**src/rtl/ex_div_pkg.sv**
```systemverilog
// Shared encodings for the EX-stage divider: FSM states and handshake levels.
package ex_div_pkg;

    typedef enum logic [1:0] {
        DivFree   = 2'b00,
        DivByZero = 2'b01,
        DivOn     = 2'b10,
        DivEnd    = 2'b11
    } div_state_e;

    localparam logic        DivResultReady    = 1'b1;
    localparam logic        DivResultNotReady = 1'b0;
    localparam logic        DivStart          = 1'b1;
    localparam logic        DivStop           = 1'b0;
    localparam logic        RstEnable         = 1'b1;
    localparam logic [31:0] ZeroWord          = 32'h0000_0000;

endpackage

```
**src/rtl/ex_div_if.sv**
```systemverilog
// EX <-> divider handshake: operands and start/annul in, {remainder, quotient} and ready out.
interface ex_div_if #(
    parameter int DATA_W = 32
);
    logic                signed_div_i;
    logic [DATA_W-1:0]   opdata1_i;
    logic [DATA_W-1:0]   opdata2_i;
    logic                start_i;
    logic                annul_i;
    logic [2*DATA_W-1:0] result_o;
    logic                ready_o;

    modport master (
        output signed_div_i, opdata1_i, opdata2_i, start_i, annul_i,
        input  result_o, ready_o
    );

    modport slave (
        input  signed_div_i, opdata1_i, opdata2_i, start_i, annul_i,
        output result_o, ready_o
    );
endinterface

```
**src/rtl/ex_div.sv**
```systemverilog
// Radix-2 restoring divider for DIV/DIVU: one quotient bit per cycle on magnitudes,
// signs restored on the final edge; divide-by-zero short-circuits to a zero result.
module ex_div
    import ex_div_pkg::*;
#(
    parameter int DATA_W = 32,
    parameter int CNT_W  = 6
) (
    input  logic    clk,
    input  logic    rst,
    ex_div_if.slave div_if
);

    div_state_e          state_q;
    logic [CNT_W-1:0]    cnt_q;
    logic [2*DATA_W:0]   work_q;
    logic [DATA_W-1:0]   divisor_q;
    logic                signed_q;
    logic                neg1_q;
    logic                neg2_q;
    logic                ready_q;
    logic [2*DATA_W-1:0] result_q;

    logic                neg1_d;
    logic                neg2_d;
    logic [DATA_W-1:0]   abs1_d;
    logic [DATA_W-1:0]   abs2_d;
    logic [DATA_W:0]     diff_d;
    logic [DATA_W-1:0]   quot_d;
    logic [DATA_W-1:0]   rem_d;

    // NOTE: every output of this block is assigned on every path, so no latch can be inferred.
    always_comb begin
        neg1_d = div_if.signed_div_i & div_if.opdata1_i[DATA_W-1];
        neg2_d = div_if.signed_div_i & div_if.opdata2_i[DATA_W-1];
        abs1_d = neg1_d ? -div_if.opdata1_i : div_if.opdata1_i;
        abs2_d = neg2_d ? -div_if.opdata2_i : div_if.opdata2_i;
        diff_d = {1'b0, work_q[2*DATA_W-1:DATA_W]} - {1'b0, divisor_q};
        quot_d = (signed_q && (neg1_q != neg2_q)) ? -work_q[DATA_W-1:0] : work_q[DATA_W-1:0];
        rem_d  = (signed_q && neg1_q) ? -work_q[2*DATA_W:DATA_W+1] : work_q[2*DATA_W:DATA_W+1];
    end

    // NOTE: all state is updated with non-blocking assignments so every register sees pre-edge values.
    always_ff @(posedge clk) begin
        if (rst == RstEnable) begin
            state_q   <= DivFree;
            cnt_q     <= '0;
            work_q    <= '0;
            divisor_q <= '0;
            signed_q  <= 1'b0;
            neg1_q    <= 1'b0;
            neg2_q    <= 1'b0;
            ready_q   <= DivResultNotReady;
            result_q  <= '0;
        end else begin
            case (state_q)
                DivFree: begin
                    ready_q  <= DivResultNotReady;
                    result_q <= '0;
                    if (div_if.start_i == DivStart && !div_if.annul_i) begin
                        if (div_if.opdata2_i == '0) begin
                            state_q <= DivByZero;
                        end else begin
                            state_q   <= DivOn;
                            cnt_q     <= '0;
                            signed_q  <= div_if.signed_div_i;
                            neg1_q    <= neg1_d;
                            neg2_q    <= neg2_d;
                            divisor_q <= abs2_d;
                            work_q    <= {{DATA_W{1'b0}}, abs1_d, 1'b0};
                        end
                    end
                end
                DivByZero: begin
                    if (div_if.annul_i) begin
                        state_q <= DivFree;
                    end else begin
                        state_q  <= DivEnd;
                        ready_q  <= DivResultReady;
                        result_q <= '0;
                    end
                end
                DivOn: begin
                    if (div_if.annul_i) begin
                        state_q <= DivFree;
                    end else if (cnt_q == CNT_W'(DATA_W)) begin
                        state_q  <= DivEnd;
                        ready_q  <= DivResultReady;
                        result_q <= {rem_d, quot_d};
                    end else begin
                        cnt_q <= cnt_q + 1'b1;
                        // Borrow means the divisor did not fit: keep the partial remainder.
                        if (diff_d[DATA_W]) begin
                            work_q <= {work_q[2*DATA_W-1:0], 1'b0};
                        end else begin
                            work_q <= {diff_d[DATA_W-1:0], work_q[DATA_W-1:0], 1'b1};
                        end
                    end
                end
                DivEnd: begin
                    if (div_if.start_i == DivStop) begin
                        state_q  <= DivFree;
                        ready_q  <= DivResultNotReady;
                        result_q <= '0;
                    end
                end
                default: state_q <= DivFree;
            endcase
        end
    end

    assign div_if.ready_o  = ready_q;
    assign div_if.result_o = result_q;

endmodule
```
**src/flat_wrapper.sv**
```systemverilog
// flat-port wrapper written by rule: the top's interface ports become plain ports
module ex_div_flat import ex_div_pkg::*;
#(
    parameter int DATA_W = 32,
    parameter int CNT_W  = 6
)
  (clk, rst, div_if_signed_div_i, div_if_opdata1_i, div_if_opdata2_i, div_if_start_i, div_if_annul_i, div_if_result_o, div_if_ready_o);
  ex_div_if #(.DATA_W(DATA_W)) div_if_i ();
  input  logic clk;
  input  logic rst;
  input wire logic [$bits(div_if_i.signed_div_i)-1:0] div_if_signed_div_i;
  input wire logic [$bits(div_if_i.opdata1_i)-1:0] div_if_opdata1_i;
  input wire logic [$bits(div_if_i.opdata2_i)-1:0] div_if_opdata2_i;
  input wire logic [$bits(div_if_i.start_i)-1:0] div_if_start_i;
  input wire logic [$bits(div_if_i.annul_i)-1:0] div_if_annul_i;
  output wire logic [$bits(div_if_i.result_o)-1:0] div_if_result_o;
  output wire logic [$bits(div_if_i.ready_o)-1:0] div_if_ready_o;
  assign div_if_i.signed_div_i = div_if_signed_div_i;
  assign div_if_i.opdata1_i = div_if_opdata1_i;
  assign div_if_i.opdata2_i = div_if_opdata2_i;
  assign div_if_i.start_i = div_if_start_i;
  assign div_if_i.annul_i = div_if_annul_i;
  assign div_if_result_o = div_if_i.result_o;
  assign div_if_ready_o = div_if_i.ready_o;
  ex_div #(.DATA_W(DATA_W), .CNT_W(CNT_W)) u_core (.clk(clk), .rst(rst), .div_if(div_if_i));
endmodule
```
**config.mk**
```make
export PLATFORM = sky130hd
export DESIGN_NAME = ex_div_flat
export DESIGN_NICKNAME = d
export VERILOG_FILES = /design/src/rtl/ex_div_pkg.sv /design/src/rtl/ex_div_if.sv /design/src/rtl/ex_div.sv /design/src/flat_wrapper.sv
export SDC_FILE = /design/constraint.sdc
export NUM_CORES = 1
export LEC_CHECK = 0
export ABC_AREA = 1
export CAP_MARGIN = 20
export CORE_MARGIN = 1.5
export CORE_UTILIZATION = 51
export CTS_BUF_LIST = sky130_fd_sc_hd__clkbuf_2 sky130_fd_sc_hd__clkbuf_4 sky130_fd_sc_hd__clkbuf_8
export DETAILED_ROUTE_END_ITERATION = 10
export PLACE_DENSITY = 0.72
export SYNTH_ARGS = -nofsm -noshare
export SYNTH_HDL_FRONTEND = slang
export SYNTH_SLANG_ARGS = --single-unit
```
**constraint.sdc**
```tcl
create_clock -name clk -period 3.8 [get_ports clk]
set_input_delay 0.76 -clock clk [delete_from_list [all_inputs] [get_ports clk]]
set_output_delay 0.76 -clock clk [all_outputs]
set_load 0.02 [all_outputs]
```
### Word-level counts from Yosys, hierarchy flattened

Cells that the tools add are included.

| word-level totals | value |
|---|---|
| register bits after elaboration | 173 |
| word-level logic and storage cells | 74 |

| cells by class | value |
|---|---|
| add/subtract/negate cells | 6 |
| equal/unequal tests | 13 |
| muxes and demuxes | 32 |
| bitwise gates (word level) | 3 |
| reductions and logical operators | 11 |

Operators with widths:

| kind | number |
|---|---|
| 2-to-1 mux 65 bit | 5 |
| 2-to-1 mux 64 bit | 4 |
| case mux 64 bit (4 select lines) | 1 |
| case mux 65 bit (2 select lines) | 1 |
| 2-to-1 mux 32 bit | 4 |
| negator 32 bit | 4 |
| subtractor 32 x 32 -> 33 bit | 1 |
| zero test 32 bit | 1 |
| 2-to-1 mux 6 bit | 4 |
| 2-to-1 mux 2 bit | 6 |
| case mux 6 bit (2 select lines) | 1 |
| != test 2 bit (second input constant) | 5 |
| case mux 2 bit (4 select lines) | 1 |
| adder 6 x 1 -> 6 bit (second input constant) | 1 |
| equality test 6 bit (second input constant) | 1 |
| AND reduction 3 bit | 2 |
| AND reduction 5 bit | 1 |
| equality test 2 bit (second input constant) | 2 |
| 2-to-1 mux 1 bit | 4 |
| != test 2 x 1 -> 1 bit (second input constant) | 2 |
| case mux 1 bit (4 select lines) | 1 |
| AND reduction 4 bit | 1 |
| logical AND 1 bit | 3 |
| != test 3 x 2 -> 1 bit (second input constant) | 1 |
| 7 further kinds | 8 |

### Logic depth before layout (Yosys ltp)

| depth | value |
|---|---|
| word-level depth | 6 |
| gate-level depth with buffers | 16 |

### Worst setup path after synthesis

No wires, ideal clock.

| timing path | value |
|---|---|
| path kind | in2reg |
| start point | input port div_if_opdata2_i[0] |
| end point | register u_core.work_q[17] |
| setup time | 128 ps |
| arrival | 2056 ps |
| setup slack | 1616 ps |
| cell stages on the path | 14 |
| cells stage by stage | inv_1 -> ha_1 -> nand2_1 -> nor2_1 -> nand2_1 -> nor2_2 -> nand2_2 -> nand2_4 -> nor2_4 -> buf_2 -> nand2_1 -> o21ai_1 -> nor2_1 -> nor2_1 |

| on the way | value |
|---|---|
| word-level cells in the longest chain between the ends | 3 |

RTL lines:

| item | line | text |
|---|---|---|
| start: declaration | flat_wrapper.sv:13 | `input wire logic [$bits(div_if_i.opdata2_i)-1:0] div_if_opdata2_i;` |
| zero test 32 bit | ex_div.sv:61 | `if (div_if.opdata2_i == '0) begin` |
| != test 2 bit (no line) | - |  |
| AND reduction 5 bit (no line) | - |  |
| end signal: assignment | ex_div.sv:70 | `work_q <= {{DATA_W{1'b0}}, abs1_d, 1'b0};` |
| end signal: assignment | ex_div.sv:94 | `work_q <= {work_q[2*DATA_W-1:0], 1'b0};` |
| end signal: assignment | ex_div.sv:96 | `work_q <= {diff_d[DATA_W-1:0], work_q[DATA_W-1:0], 1'b1};` |
| end: declaration | ex_div.sv:16 | `logic [2*DATA_W:0] work_q;` |

Every way passes these cells.
A chain may end at the register's enable or synchronous reset.

### Worst setup path in the final report

| timing path | value |
|---|---|
| start point | register u_core.work_q[32] |
| end point | register u_core.work_q[34] |

| on the way | value |
|---|---|
| word-level cells in the longest chain between the ends | 5 |

RTL lines:

| item | line | text |
|---|---|---|
| subtractor 32 x 32 -> 33 bit | ex_div.sv:38 | `diff_d = {1'b0, work_q[2*DATA_W-1:DATA_W]} - {1'b0, divisor_q};` |
| 2-to-1 mux 65 bit | ex_div.sv:93 | `if (diff_d[DATA_W]) begin` |
| 2-to-1 mux 65 bit | ex_div.sv:86 | `end else if (cnt_q == CNT_W'(DATA_W)) begin` |
| 2-to-1 mux 65 bit | ex_div.sv:84 | `if (div_if.annul_i) begin` |
| case mux 65 bit (2 select lines) | ex_div.sv:56 | `case (state_q)` |

Every way passes these cells. The select of a mux whose other input is x is not followed.

==> summary.md <==
| Metric | Value |
|---|---|
| Nets | `2453` |
| Gate count of the mapped netlist | `2245` |
| Die Wd | `164 µm` |
| Cell with the most instances after synthesis | `sky130_fd_sc_hd__nand2_1` |
| Data required time of the worst path | `4.21 ns` |
| Synth top area share | `26.3%` |
| Worst clock skew | `0.0171 ns` |
| Final hold viol count | `0` |
| Total DRC errors in the routed layout | `0` |
| Max Cap Violations | `0` |
| Average routed wire per standard cell | `15.7 µm` |
| Top area cells in the synthesized netlist | `sky130_fd_sc_hd__dfxtp_1 (26%), sky130_fd_sc_hd__nand2_1 (20%), sky130_fd_sc_hd__inv_1 (9.0%)` |
| Cell at the root of the clock tree | `sky130_fd_sc_hd__clkbuf_8` |
| Depth of the worst register-to-register path | `15` |
| Number of different library cells in the post-synthesis netlist | `41` |
| Routed WL | `42000 µm` |
| Overflow left after global routing | `0` |
| Setup slack at placement | `0.486 ns` |
| Total core area | `0.0253 mm²` |
| Startpoint types | `flip-flop` |
| Most frequently used flop master after synthesis | `sky130_fd_sc_hd__dfxtp_1` |
| Via-per-instance ratio | `5.29` |
| Clock tree from TritonCTS | `yes` |
| H-tree Lvls | `4` |
| Fraction of registers with async set/reset | `0%` |
| Cell Rows | `58` |
| Initial standard-cell utilization of the core | `52.0%` |
| Hold WC Path Type | `flip-flop to flip-flop` |
| Mapped Area | `0.0131 mm²` |
| Overall power of the completed layout | `8.16 mW` |
| CTS Buf Count | `17` |
| IO Port Bufs | `133` |
| Category of the worst setup path capture point | `flip-flop` |
| Measured slew at the worst slew-check pin | `0.954 ns` |
| Vias after detailed routing | `14.2k` |
| Endpoint, Worst Hold | `u_core.div_if.result_o[43]` |
| Total of cells resized after clock tree synthesis | `0` |
| LEAKAGE | `7.08 nW` |
| Arrival time at the worst endpoint | `3.31 ns` |
| Routed Antenna Nets | `0` |
| Status | `complete, no violations` |
| Routability Congestion | `0.976` |
| Number of global-route vias before repair | `13.1k` |
| Height of the chip | `164 µm` |
| Register bit total from synthesis | `173` |
| Hold path startpoint | `u_core.div_if.result_o[43]` |
| Insertion delay of the later-clocked pin in the worst-skew pair | `0.49 ns` |
| Worst setup path category | `flip-flop to flip-flop` |
| Clock Path Buffers | `2` |
| Endpoint of the lowest-slack register-to-register path | `u_core.work_q[34]` |
| Total of hold buffers inserted after clock tree synthesis | `0` |
| Worst hold margin | `0.466 ns` |
| Gr usage total | `31.9%` |
| Share of the cycle needed by the critical path after routing | `76.1%` |
| # Post-CTS Setup Buffers | `0` |
| Setup TNS Final | `0 ns` |
| Hold Path Cell Cnt | `2` |
| Number of enable-type register cells in the synthesized netlist | `0` |
| RSZ-0062 raised after global routing | `false` |
| Min Clock Period, post-route | `2.89 ns` |
| Synthesized area per cell | `5.85 µm²` |
| Diodes inserted | `0` |
| Most area-hungry cell type in the Yosys netlist | `sky130_fd_sc_hd__dfxtp_1` |
| Largest net degree at the start of global routing | `71` |
| List of most frequent post-synthesis cells | `sky130_fd_sc_hd__nand2_1 (691), sky130_fd_sc_hd__inv_1 (315), sky130_fd_sc_hd__nor2_1 (235)` |
| Number of clock sinks seen by CTS | `173` |
| Final HPWL from detailed placement | `33500 µm` |
| Final slew viol count | `0` |
| Worst slew margin relative to its limit | `36.0%` |
| Antenna violations before repair | `0` |
| Power density over the cells | `542 mW/mm²` |
| First-pass GRT wire length | `67000 µm` |
| Launch instance of the worst register-to-register path | `u_core.work_q[32]` |
| Upper clock frequency limit | `0.346 GHz` |
| Share of post-route cells with drive strength above 1 | `3.95%` |
| Share of synthesized area occupied by flip-flops and latches | `26.3%` |
| Post-synthesis to final-layout area growth | `14.6%` |
| First DRT Iteration DRCs | `1169` |
| Net count after synthesis | `2358` |
| Slack of the critical path | `0.909 ns` |
| Synthesis warning total | `0` |
| Worst VDD drop | `0.440 mV` |
| Largest fanout of any net on the critical path | `22` |
| First-pass detailed-route iteration total | `6` |
| Finish-stage setup viols | `0` |
| Register-to-Register Setup Slack | `0.91 ns` |
| Full die area | `0.0267 mm²` |
| Clock transition at path regs | `0.09 ns` |
| Boundary Pins | `134` |
kinds of logic after synthesis:
| group | synth area share [%] |
|---|---|
| compound gates | 12.3 |
| xor+xnor | 4.86 |
| fa+ha+maj | 4.25 |
| buf+inv | 12.7 |
| flops | 26.3 |
| simple gates | 39.5 |
worst max-delay path by stage:
stage | startpoint | to | slack [ns] | depth (start not counted)
finish | u_core.work_q[32] | u_core.work_q[34] | 0.91 | 15
global route | u_core.work_q[32] | u_core.work_q[34] | 0.64 | 15
CTS | u_core.work_q[32] | u_core.work_q[34] | 0.91 | 15
detailed placement | div_if_opdata2_i[0] | u_core.work_q[34] | 0.49 | 13
global placement | div_if_opdata2_i[0] | u_core.work_q[60] | 0.60 | 15
floorplan | div_if_opdata2_i[0] | u_core.work_q[17] | 1.62 | 14
layout by cell type (no fill, tap or decap), types with 3 or more instances in the layout:
| master | n |
|---|---|
| sky130_fd_sc_hd__nor2_2 | 7 |
| sky130_fd_sc_hd__inv_1 | 315 |
| sky130_fd_sc_hd__clkdlybuf4s50_1 | 132 |
| sky130_fd_sc_hd__a31oi_1 | 16 |
| sky130_fd_sc_hd__o31ai_1 | 3 |
| sky130_fd_sc_hd__clkbuf_8 | 20 |
| sky130_fd_sc_hd__nand3_1 | 223 |
| sky130_fd_sc_hd__o21ai_1 | 16 |
| sky130_fd_sc_hd__o211ai_1 | 4 |
| sky130_fd_sc_hd__dfxtp_1 | 173 |
| sky130_fd_sc_hd__nand3b_1 | 11 |
| sky130_fd_sc_hd__a21oi_2 | 5 |
| sky130_fd_sc_hd__a21oi_1 | 176 |
| sky130_fd_sc_hd__and2_1 | 5 |
| sky130_fd_sc_hd__nor3_1 | 18 |
| sky130_fd_sc_hd__nor2_1 | 235 |
| sky130_fd_sc_hd__clkinv_1 | 4 |
| sky130_fd_sc_hd__nor3b_1 | 3 |
| sky130_fd_sc_hd__nand4_1 | 37 |
| sky130_fd_sc_hd__xnor2_1 | 15 |
| sky130_fd_sc_hd__inv_2 | 10 |
| sky130_fd_sc_hd__nand2_1 | 691 |
| sky130_fd_sc_hd__o21ai_0 | 74 |
| sky130_fd_sc_hd__ha_1 | 43 |
| sky130_fd_sc_hd__clkinv_4 | 3 |
| sky130_fd_sc_hd__inv_6 | 3 |
| sky130_fd_sc_hd__o21ai_2 | 5 |
| sky130_fd_sc_hd__nand2_2 | 4 |
| sky130_fd_sc_hd__xor2_1 | 58 |
| sky130_fd_sc_hd__buf_4 | 22 |
report_power, final:
group | internal [mW] | leakage, nW | switching [mW]
clock network | 0.655 | 0.210 | 0.752
registers | 2.08 | 1.40 | 0.284
logic | 1.37 | 5.47 | 3.03
routing by layer:
layer	part of all wire (%)	GRT usage [%]	up-vias
li1	-	-	7303
met4	2.9	10.7	0
met1	46	42.7	6414
met3	5.8	4.77	62
met5	0	0	-
met2	45	52.5	420
metrics by stage:
step                      instances  util, %  area [µm²]
after floorplan                2245        -       13100
after global placement         2651     58.0       14600
after detailed placement       2651     58.0       14600
after CTS                      2683     59.6       15100
after global routing           2683     59.6       15100
final                          2683     59.6       15100
flip-flops by register name (all words and copies together), names as in the netlist:
register                cells
u_core.cnt_q                6
u_core.div_if.ready_o       1
u_core.signed_q             1
u_core.div_if.result_o     64
u_core.work_q              65
u_core.divisor_q           32
u_core.neg2_q               1
u_core.state_q              2
u_core.neg1_q               1
layout make-up:
class,count,area [µm²]
clock buffer,20,275
clock inverter,12,150
fill,2654,10200
inverter,329,1230
multi-input combinational,1664,8020
sequential,173,3460
tap,330,413
timing repair buffer,155,1510
worst max-delay path, stage by stage, from the launching register on:
cell                      delay [ns]
sky130_fd_sc_hd__dfxtp_1        0.38
sky130_fd_sc_hd__inv_1          0.09
sky130_fd_sc_hd__ha_1           0.20
sky130_fd_sc_hd__fa_1           0.41
sky130_fd_sc_hd__o21ai_0        0.23
sky130_fd_sc_hd__nand3_1        0.11
sky130_fd_sc_hd__nand2_1        0.15
sky130_fd_sc_hd__nand2_1        0.09
sky130_fd_sc_hd__nand2_1        0.12
sky130_fd_sc_hd__nand2_2        0.08
sky130_fd_sc_hd__nand2_2        0.36
sky130_fd_sc_hd__buf_4          0.25
sky130_fd_sc_hd__nand2_1        0.07
sky130_fd_sc_hd__o21ai_0        0.08
sky130_fd_sc_hd__nand2_1        0.07
sky130_fd_sc_hd__a21oi_1        0.13
Note: power is estimated with default switching activity, not from simulation.
